[src/rtl/flit_input_fifo.sv]
// flit_input_fifo: NoC router input buffer with CTS handshake; define FLIT_FIFO_ERR_EN for sticky overflow/underflow flags.
module flit_input_fifo #(
  parameter int DATA_WIDTH = 32,
  parameter int DEPTH = 4
) (
  input  logic                  clk,
  input  logic                  rst,
  input  logic [DATA_WIDTH-1:0] RX,
  input  logic                  DRTS,
  input  logic                  read_en_N,
  input  logic                  read_en_E,
  input  logic                  read_en_W,
  input  logic                  read_en_S,
  input  logic                  read_en_L,
  output logic                  CTS,
`ifdef FLIT_FIFO_ERR_EN
  output logic                  err_overflow,
  output logic                  err_underflow,
`endif
  output logic [DATA_WIDTH-1:0] Data_out,
  output logic                  empty,
  output logic                  full
);
  localparam int AW = $clog2(DEPTH);
  localparam int CW = $clog2(DEPTH + 1);
  logic [DATA_WIDTH-1:0] mem [DEPTH];
  logic [AW-1:0] wr_ptr, rd_ptr;
  logic [CW-1:0] count;
  logic any_rd, write_en, read_en;
  always_comb begin
    any_rd   = read_en_N | read_en_E | read_en_W | read_en_S | read_en_L;
    empty    = count == '0;
    full     = count == CW'(DEPTH);
    write_en = DRTS & ~CTS & ~full;
    read_en  = any_rd & ~empty;
    Data_out = mem[rd_ptr];
  end
  always_ff @(posedge clk)
    if (write_en && !rst) mem[wr_ptr] <= RX;
  always_ff @(posedge clk) begin
    if (rst) begin
      wr_ptr <= '0;
      rd_ptr <= '0;
      count  <= '0;
      CTS    <= 1'b0;
    end else begin
      CTS <= write_en;
      if (write_en) wr_ptr <= wr_ptr == AW'(DEPTH - 1) ? '0 : wr_ptr + 1'b1;
      if (read_en) rd_ptr <= rd_ptr == AW'(DEPTH - 1) ? '0 : rd_ptr + 1'b1;
      count <= write_en && !read_en ? count + 1'b1 : !write_en && read_en ? count - 1'b1 : count;
    end
  end
`ifdef FLIT_FIFO_ERR_EN
  always_ff @(posedge clk) begin
    if (rst) begin
      err_overflow  <= 1'b0;
      err_underflow <= 1'b0;
    end else begin
      err_overflow  <= err_overflow | (DRTS & full & ~read_en);
      err_underflow <= err_underflow | (any_rd & empty);
    end
  end
`endif
endmodule

[config.mk]
export PLATFORM = sky130hd
export DESIGN_NAME = flit_input_fifo
export DESIGN_NICKNAME = d
export VERILOG_FILES = /design/src/rtl/flit_input_fifo.sv
export SDC_FILE = /design/constraint.sdc
export NUM_CORES = 1
export LEC_CHECK = 0
export BUFFER_PORTS_ARGS = -buffer_cell sky130_fd_sc_hd__buf_2
export CAP_MARGIN = 0
export CORE_ASPECT_RATIO = 0.5
export CORE_UTILIZATION = 45
export DETAILED_ROUTE_END_ITERATION = 12
export HOLD_SLACK_MARGIN = 0.15
export PLACE_DENSITY = 0.62
export SETUP_SLACK_MARGIN = 0.2
export SYNTH_ARGS = -nofsm -noshare
export SYNTH_HDL_FRONTEND = slang
export SYNTH_SLANG_ARGS = --single-unit
[constraint.sdc]
create_clock -name clk -period 2.66 [get_ports clk]
set_input_delay 0.133 -clock clk [delete_from_list [all_inputs] [get_ports clk]]
set_output_delay 0.133 -clock clk [all_outputs]
set_load 0.01 [all_outputs]
==> results of run 1 <==
[logic make-up after synthesis]
kind of cell / count (synthesis) / synth area share, %
AOI/OAI and AO/OA: 7 / 0.818
xor gates and xnor gates: 2 / 0.337
adders and majority gates: 7 / 1.83
buffers and inverters: 12 / 1.52
DFF: 138 / 77.8
muxes: 35 / 15.3
and+or+nand+nor: 20 / 2.41
[cell type report]
class	instances	area (sq um)	share of cell area, %
clock buffers	17	425	6.34
repair buffers	113	796	11.9
flip-flops and latches	138	4050	60.3
clock inverters	15	166	2.48
well taps	145	181	2.70
inverters	4	15.0	0.224
multi-input cells	71	1080	16.1
[routing by layer]
layer  share of wire [%]  track usage (%)  vias up
li1                    -                -     1188
met1                  44             20.4     1309
met2                  50             26.5       57
met3                 4.7             4.64       10
met4                 1.3             7.60        0
met5                   0                0        -
[power groups by stage]
stage	Sequential (mW)	Combinational (mW)	Clock, mW
after CTS	2.72	1.40	2.35
after global routing	2.74	1.50	2.43
after detailed placement	2.77	1.36	0
final	2.71	1.38	2.30
after floorplan	2.61	1.04	0
after global placement	2.76	1.33	0
[flip-flops by register name (all words and copies together) (netlist names), named ones only]
name,count
wr_ptr,2
count,3
CTS,1
mem,128
rd_ptr,2
[cell usage after synthesis]
cell type    n
edfxtp_1   128
nor2b_1      1
nor2_1       4
nor3b_1      1
o21a_1       1
xor2_1       2
nor3_1       4
o21ba_2      1
clkbuf_1     1
buf_6        4
and2_1       4
buf_2        3
fa_1         1
mux2_2       1
o21ai_0      2
or3_1        1
dfxtp_1     10
or4_1        1
mux2i_1      2
ha_1         6
mux4_1      12
nor3b_4      1
a21oi_1      3
nand2b_1     3
inv_1        4
mux4_2      20
[worst min path at each step]
stage / start / depth (start not counted) / end / slack (ns)
2_1_floorplan: RX[0] / 0 / mem[0][0] / 0.23
3_3_place_gp: RX[24] / 1 / mem[0][24] / 0.34
3_5_place_dp: RX[29] / 1 / mem[2][29] / 0.35
4_1_cts: DRTS / 3 / CTS / 0.17
5_1_grt: read_en_L / 4 / flip-flop / 0.25
6_report: DRTS / 3 / CTS / 0.20
[worst max-delay path, cell delays in order, from the launching register on]
cell and delay [ns]:
dfxtp_2 0.60, buf_12 0.27, mux4_1 0.57, buf_2 0.16
==> impl_metrics.json, run 1 <==
{
  "status": "completed",
  "cts_tree": "yes",
  "relSlewSlack_pct": 45.2,
  "area_growth_pct": 29.1,
  "tns_ns": 0,
  "layout-drive-gt1-share_pct": 39.4,
  "drv_cap": 0,
  "crit_path_end": "Data_out[26]",
  "period_share_pct": 81.2,
  "fin_cells": 503,
  "yosysUniqueCellTypes": 26,
  "final_core_util_pct": 60.4,
  "power_switching_mw": 1.71,
  "htreeDepth": 4,
  "cts_buffer_depth": 2,
  "rr_worst_depth": 9,
  "swShare_pct": 26.7,
  "layout.cells.most_common_list": "edfxtp_1, buf_2, dlygate4sd3_1",
  "synth_area_leaders": "edfxtp_1, mux4_2, mux4_1",
  "seqPwrFrac_pct": 42.4,
  "layout_commonest_cell": "edfxtp_1",
  "route.detailed.drc": 0,
  "dieArea_sq_um": 12000,
  "ctsHoldBuffers": 33,
  "nets": 392,
  "syn_inst": 221,
  "grt_pass1_vias": 2705,
  "clock_sinks": 138,
  "fin_skew_ns": 0.00897,
  "synth_top_cell_area_share_pct": 73.9,
  "place_inst": 438,
  "worstMarginPinSlew_ns": 0.821,
  "hold_viol": 0,
  "detail_route.vias_per_cell": 5.10,
  "dp_slack_ns": 0.528,
  "routed_wl_um": 8870,
  "yosysWarnings": 0,
  "ioPinCount": 75,
  "slew_viol_final": 0,
  "core_area_sq_um": 11100,
  "wire_per_inst_um": 17.6,
  "placed_area_sq_um": 5790,
  "intPower_mw": 4.68,
  "path_clk_slew_ns": 0.06,
  "clkPwrFrac_pct": 36.0,
  "startpoint_type": "flip-flop",
  "rsz0062_at_grt": "false",
  "antenna_found_initial": 0,
  "postCtsSetupBuffers": 0,
  "holdWs_ns": 0.199,
  "dp_hpwl_um": 5530,
  "grt_pass1_wl_um": 14000,
  "vias": 2564,
  "syn_nets": 268,
  "max_freq_mhz": 463,
  "drt-pass1-iter-count": 4,
  "first_iter_violations": 192,
  "criticalPathCategory": "flip-flop to primary output",
  "yosysTopAreaCell": "edfxtp_1",
  "cts-root-buf": "clkbuf_16",
  "power_density_nw_per_um2": 951,
  "die_w_um": 154,
  "grt_max_degree": 33,
  "syn_area_per_cell_sq_um": 23.5,
  "rr_endpoint": "count[2]",
  "total_power_mw": 6.39,
  "fill_cells": 800,
  "ys_ff_latch": 138,
  "critPathMaxFanout": 20,
  "cts-buffers-inserted": 17,
  "cp_data_required_time_ns": 2.53,
  "chipHeight_um": 78.0,
  "p_comb_share_pct": 21.6,
  "peakVddDrop_mv": 0.452,
  "gp_congestion": 0.710,
  "cts-resized-gates": 0,
  "min_period_ns": 2.16,
  "row_count": 27,
  "detail-route-antenna-nets": 0,
  "start_util_pct": 46.8,
  "setup_violations": 0,
  "syn-cell-area_sq_um": 5200,
  "cp-end-kind": "primary output",
  "leakage_nw": 2.36,
  "finalWorstSetupSlack_ns": 0.500,
  "hp-class": "primary input to flip-flop",
  "r2r_start": "count[0]",
  "diodes": 0,
  "finalInstanceArea_sq_um": 6710,
  "globalRouteOverflowTotal": 0,
  "track_usage_pct": 16.2,
  "clk_latency_ns": 0.41,
  "seq_area_frac_synth_pct": 77.8,
  "reg2reg_slack_ns": 0.52,
  "crit_arrival_ns": 2.03,
  "numPortBuffers": 74
}
Power figures use the tool's default switching activity.
==> run 2, diff against run 1 <==
Clock period 2.66 ns to 2.1 ns, I/O delays scaled along.
==> impl_metrics.json, run 2 (synthesis results as in run 1) <==
{
  "regMostFlops": "mem",
  "slowest_stage": "dfxtp_4",
  "rr_endpoint": "count[2]",
  "cts_buffer_depth": 2,
  "finalWorstSetupSlack_ns": 0.186,
  "cts-buffers-inserted": 17,
  "detail_route.vias_per_cell": 5.03,
  "numPortBuffers": 74,
  "layout.cells.most_common_list": "edfxtp_1, buf_2, dlygate4sd3_1",
  "dp_slack_ns": 0.0236,
  "chipHeight_um": 78.0,
  "hold_viol": 0,
  "drv_cap": 0,
  "r2r_start": "count[2]",
  "place_inst": 441,
  "cp_data_required_time_ns": 2.43,
  "layout-drive-gt1-share_pct": 42.5,
  "row_count": 27,
  "critPathMaxFanout": 4,
  "status": "completed",
  "cp_num_buf_inv": 2,
  "startpoint_type": "flip-flop",
  "clock_sinks": 138,
  "path_clk_slew_ns": 0.06,
  "die_w_um": 154,
  "detail-route-antenna-nets": 0,
  "peakVddDrop_mv": 0.710,
  "crit_path_cell_trace": "nor3_4, a21oi_2, inv_1, ha_2, inv_1, fa_2, xor2_1, or3_1, a21oi_2",
  "crit_family": "simple AND/OR/NAND/NOR gates",
  "clkPwrFrac_pct": 36.5,
  "placed_area_sq_um": 5830,
  "power_density_nw_per_um2": 1240,
  "largest_reg_flops": 128,
  "reg2reg_slack_ns": 0.19,
  "slew_viol_final": 0,
  "wire_per_inst_um": 18.0,
  "setup_violations": 0,
  "regArea_sq_um": 4060,
  "cpPeakStageDelay_ns": 0.36,
  "top_regs": "mem (128), count (3)",
  "rsz0062_at_grt": "true",
  "grt_pass1_wl_um": 14400,
  "globalRouteOverflowTotal": 0,
  "htreeDepth": 4,
  "total_power_mw": 8.61,
  "gp_congestion": 0.708,
  "antenna_found_initial": 0,
  "min_period_ns": 1.91,
  "nets": 403,
  "hp-start": "read_en_S",
  "worstMarginPinSlew_ns": 0.397,
  "p_comb_share_pct": 24.7,
  "relSlewSlack_pct": 73.4,
  "core_area_sq_um": 11100,
  "grt_max_degree": 33,
  "max_freq_mhz": 522,
  "crit_arrival_ns": 2.24,
  "drt-pass1-iter-count": 4,
  "power_switching_mw": 2.15,
  "startpoint": "count[2]",
  "cts-root-buf": "clkbuf_16",
  "clk_latency_ns": 0.40,
  "area_growth_pct": 33.4,
  "track_usage_pct": 16.7,
  "intPower_mw": 6.46,
  "vias": 2583,
  "route.detailed.drc": 0,
  "dieArea_sq_um": 12000,
  "criticalPathCategory": "flip-flop to flip-flop",
  "hold_depth": 5,
  "fill_cells": 780,
  "swShare_pct": 25.0,
  "period_share_pct": 91.2,
  "layout_commonest_cell": "edfxtp_1",
  "cp-end-kind": "flip-flop",
  "fin_skew_ns": 0.00881,
  "tns_ns": 0,
  "finalInstanceArea_sq_um": 6940,
  "fin_cells": 514,
  "start_util_pct": 46.8,
  "rr_worst_depth": 9,
  "ioPinCount": 75,
  "cts_tree": "yes",
  "leakage_nw": 2.46,
  "grt_pass1_vias": 2767,
  "first_iter_violations": 139,
  "routed_wl_um": 9280,
  "multi_input_area_sq_um": 1120,
  "seqPwrFrac_pct": 38.9,
  "hp-class": "primary input to flip-flop",
  "diodes": 0,
  "dp_hpwl_um": 5480
}
==> run 2: changes by cell type in the layout (fill, tap and decap cells not counted), moves of 2 or more <==
cell        before  now
dfxtp_4          0    4
clkinvlp_4       6    3
inv_6            5    0
dfxtp_1          8    5
bufinv_16        2    5
a21oi_1          3    1
clkinv_1         0    3
clkinv_2         0    2
a21oi_2          0    2
buf_4            2    9
==> run 2: area by class of cell <==
type	instances	area share (%)
multi-input cells	71	16.1
clock buffers	18	6.19
clock inverters	14	2.92
well taps	145	2.62
inverters	4	0.216
repair buffers	124	13.4
flip-flops and latches	138	58.5
==> run 2: what timing repair did <==
item | 4_1_cts | 5_1_grt
buffers inserted | 3 | 2
hold buffers | 34 | 0
hold endpoints to repair | 136 | 0
pin swaps | 3 | 0
endpoints found under the setup margin | 20 | 12
gates resized for setup | 15 | 1
gates cloned | 1 | 1
==> run 2: how the worst max path moves through the flow <==
stage,endpoint,cells after the start
CTS,Data_out[24],3
global placement,count[2],9
finish,count[2],9
floorplan,count[2],9
global route,count[2],9
detailed placement,count[2],9
==> run 2: through the flow <==
stage               util [%]  hold slack (ns)
floorplan                  -            0.204
global placement        52.5            0.314
detailed placement      52.5            0.322
CTS                     62.0            0.213
global route            62.4            0.268
finish                  62.4            0.231
==> run 2: layer usage <==
| layer | routed length [um] | global-route usage [%] | vias up |
|---|---|---|---|
| met5 | 0 | 0 | - |
| met4 | 53 | 5.40 | 0 |
| met3 | 452 | 5.96 | 4 |
| met2 | 4790 | 28.3 | 49 |
| met1 | 3980 | 20.2 | 1322 |
| li1 | - | - | 1208 |
==> run 2: worst min-delay path, stage by stage <==
cell and delay (ns):
buf_2 0.07, nor2_1 0.04, a21oi_2 0.14, buf_4 0.14, mux2i_1 0.08
==> run 2: power by group through the flow <==
stage / clock network, mW / logic (mW) / registers [mW]
finish: 3.14 / 2.13 / 3.35
global route: 3.32 / 2.30 / 3.37
global placement: 0 / 1.85 / 3.36
CTS: 3.20 / 2.09 / 3.35
floorplan: 0 / 1.32 / 3.31
detailed placement: 0 / 1.90 / 3.37
==> run 3, diff against run 2 <==
Settings changed: CTS_BUF_LIST from default to sky130_fd_sc_hd__clkbuf_2 sky130_fd_sc_hd__clkbuf_4 sky130_fd_sc_hd__clkbuf_8.
==> impl_metrics.json, run 3 (synthesis results as in run 1) <==
{
  "status": "complete, but fails checks",
  "violations": "negative hold slack",
  "cts-root-buf": "clkbuf_8",
  "area_growth_pct": 31.7,
  "track_usage_pct": 16.7,
  "nets": 410,
  "cp-end-kind": "flip-flop",
  "wire_per_inst_um": 18.7,
  "globalRouteOverflowTotal": 0,
  "detail_route.vias_per_cell": 5.06,
  "regMostFlops": "mem",
  "clk_latency_ns": 0.42,
  "vias": 2636,
  "chipHeight_um": 78.0,
  "relSlewSlack_pct": 72.8,
  "fin_skew_ns": 0.00926,
  "hp-class": "primary input to flip-flop",
  "first_iter_violations": 116,
  "criticalPathCategory": "flip-flop to flip-flop",
  "cp_data_required_time_ns": 2.44,
  "numPortBuffers": 74,
  "setup_violations": 0,
  "placed_area_sq_um": 5830,
  "drv_cap": 0,
  "clock_sinks": 138,
  "diodes": 0,
  "slew_viol_final": 0,
  "grtUsageMet2_pct": 28.8,
  "htreeDepth": 4,
  "largest_reg_flops": 128,
  "gp_congestion": 0.708,
  "hold_viol": 1,
  "layout_commonest_cell": "edfxtp_1",
  "routed_wl_um": 9730,
  "dieArea_sq_um": 12000,
  "core_area_sq_um": 11100,
  "fin_cells": 521,
  "startpoint_type": "flip-flop",
  "period_share_pct": 96.3,
  "critPathMaxFanout": 4,
  "total_power_mw": 8.12,
  "leakage_nw": 2.41,
  "max_freq_mhz": 494,
  "place_inst": 441,
  "detail-route-antenna-nets": 0,
  "top_regs": "mem (128), count (3)",
  "row_count": 27,
  "grt_pass1_vias": 2832,
  "die_w_um": 154,
  "finalInstanceArea_sq_um": 6850,
  "start_util_pct": 46.8,
  "peakVddDrop_mv": 0.523,
  "holdWs_ns": -0.0324,
  "cts_buffer_depth": 2,
  "worstMarginPinSlew_ns": 0.406,
  "finalWorstSetupSlack_ns": 0.0772,
  "crit_arrival_ns": 2.37,
  "grt_max_degree": 33,
  "grt_pass1_wl_um": 14500,
  "grt_use_met3_pct": 4.80,
  "drt-pass1-iter-count": 4,
  "rsz0062_at_grt": "true",
  "min_period_ns": 2.02,
  "ioPinCount": 75,
  "layout-drive-gt1-share_pct": 46.0,
  "grtUsageMet1_pct": 20.1,
  "dp_hpwl_um": 5480,
  "top_usage_layer": "met2",
  "cts_tree": "yes",
  "layout.cells.most_common_list": "edfxtp_1, buf_2, dlygate4sd3_1",
  "power_density_nw_per_um2": 1190,
  "ctsHoldBuffers": 38,
  "antenna_found_initial": 0,
  "cts-buffers-inserted": 17,
  "path_clk_slew_ns": 0.07,
  "dp_slack_ns": 0.0236,
  "route.detailed.drc": 0
}
==> run 3: changes by cell type in the layout (fill, tap and decap cells not counted), moves of 2 or more <==
cell,change
buf_2,-3
buf_4,+2
buf_6,+3
clkbuf_16,-16
clkbuf_8,+17
dlygate4sd3_1,+4
inv_1,-2
inv_2,+2
mux4_1,-8
mux4_2,+8
==> run 3: worst paths after layout <==
kind,from,cells past startpoint,to,slack [ns]
worst max-delay path,count[1],9,count[2],0.08
worst max register to register,count[1],9,count[2],0.08
worst min-delay path,rst,2,count[2],-0.03
worst min register to register,count[2],2,count[2],0.57
==> run 3: worst max-delay path: stages, from the launching register on <==
cell,delay (ns)
dfxtp_4,0.37
nor3_4,0.25
a21oi_4,0.07
inv_2,0.08
ha_4,0.13
inv_2,0.04
fa_2,0.36
xor2_2,0.16
or3_4,0.37
a21oi_2,0.11
==> run 3: layer usage <==
metal  up-vias  wire [um]
li1       1206          -
met1      1373       4280
met2        51       5020
met3         6        379
met4         0         48
met5         -          0
==> run 3: layout make-up <==
cell class	count	area [sq um]
Timing Repair Buffer	131	1030
Inverter	4	15.0
Fill cell	785	4270
Clock inverter	14	203
Sequential cell	138	4060
Multi-Input combinational cell	71	1120
Clock buffer	18	241
Tap cell	145	181
==> run 3: through the flow <==
| stage | utilization (%) | hold slack [ns] | setup TNS (ns) |
|---|---|---|---|
| after global routing | 61.6 | -0.0404 | -0.0177 |
| final | 61.6 | -0.0324 | 0 |
| after CTS | 60.5 | -0.0727 | 0 |
| after detailed placement | 52.5 | 0.322 | 0 |
| after global placement | 52.5 | 0.314 | 0 |
| after floorplan | - | 0.204 | 0 |
==> run 3: repair_timing <==
item / in CTS / in global routing
pin swaps: 1 / 7
endpoints found under the setup margin: 32 / 23
buffers inserted: 1 / 6
gates cloned: 1 / 2
gates resized for setup: 13 / 21
endpoints found under the hold margin: 138 / 3
==> run 3: power by group <==
part	switching, mW	internal (mW)	total (mW)
registers	0.156	3.20	3.36
clock network	0.958	1.41	2.37
logic	1.04	1.35	2.39
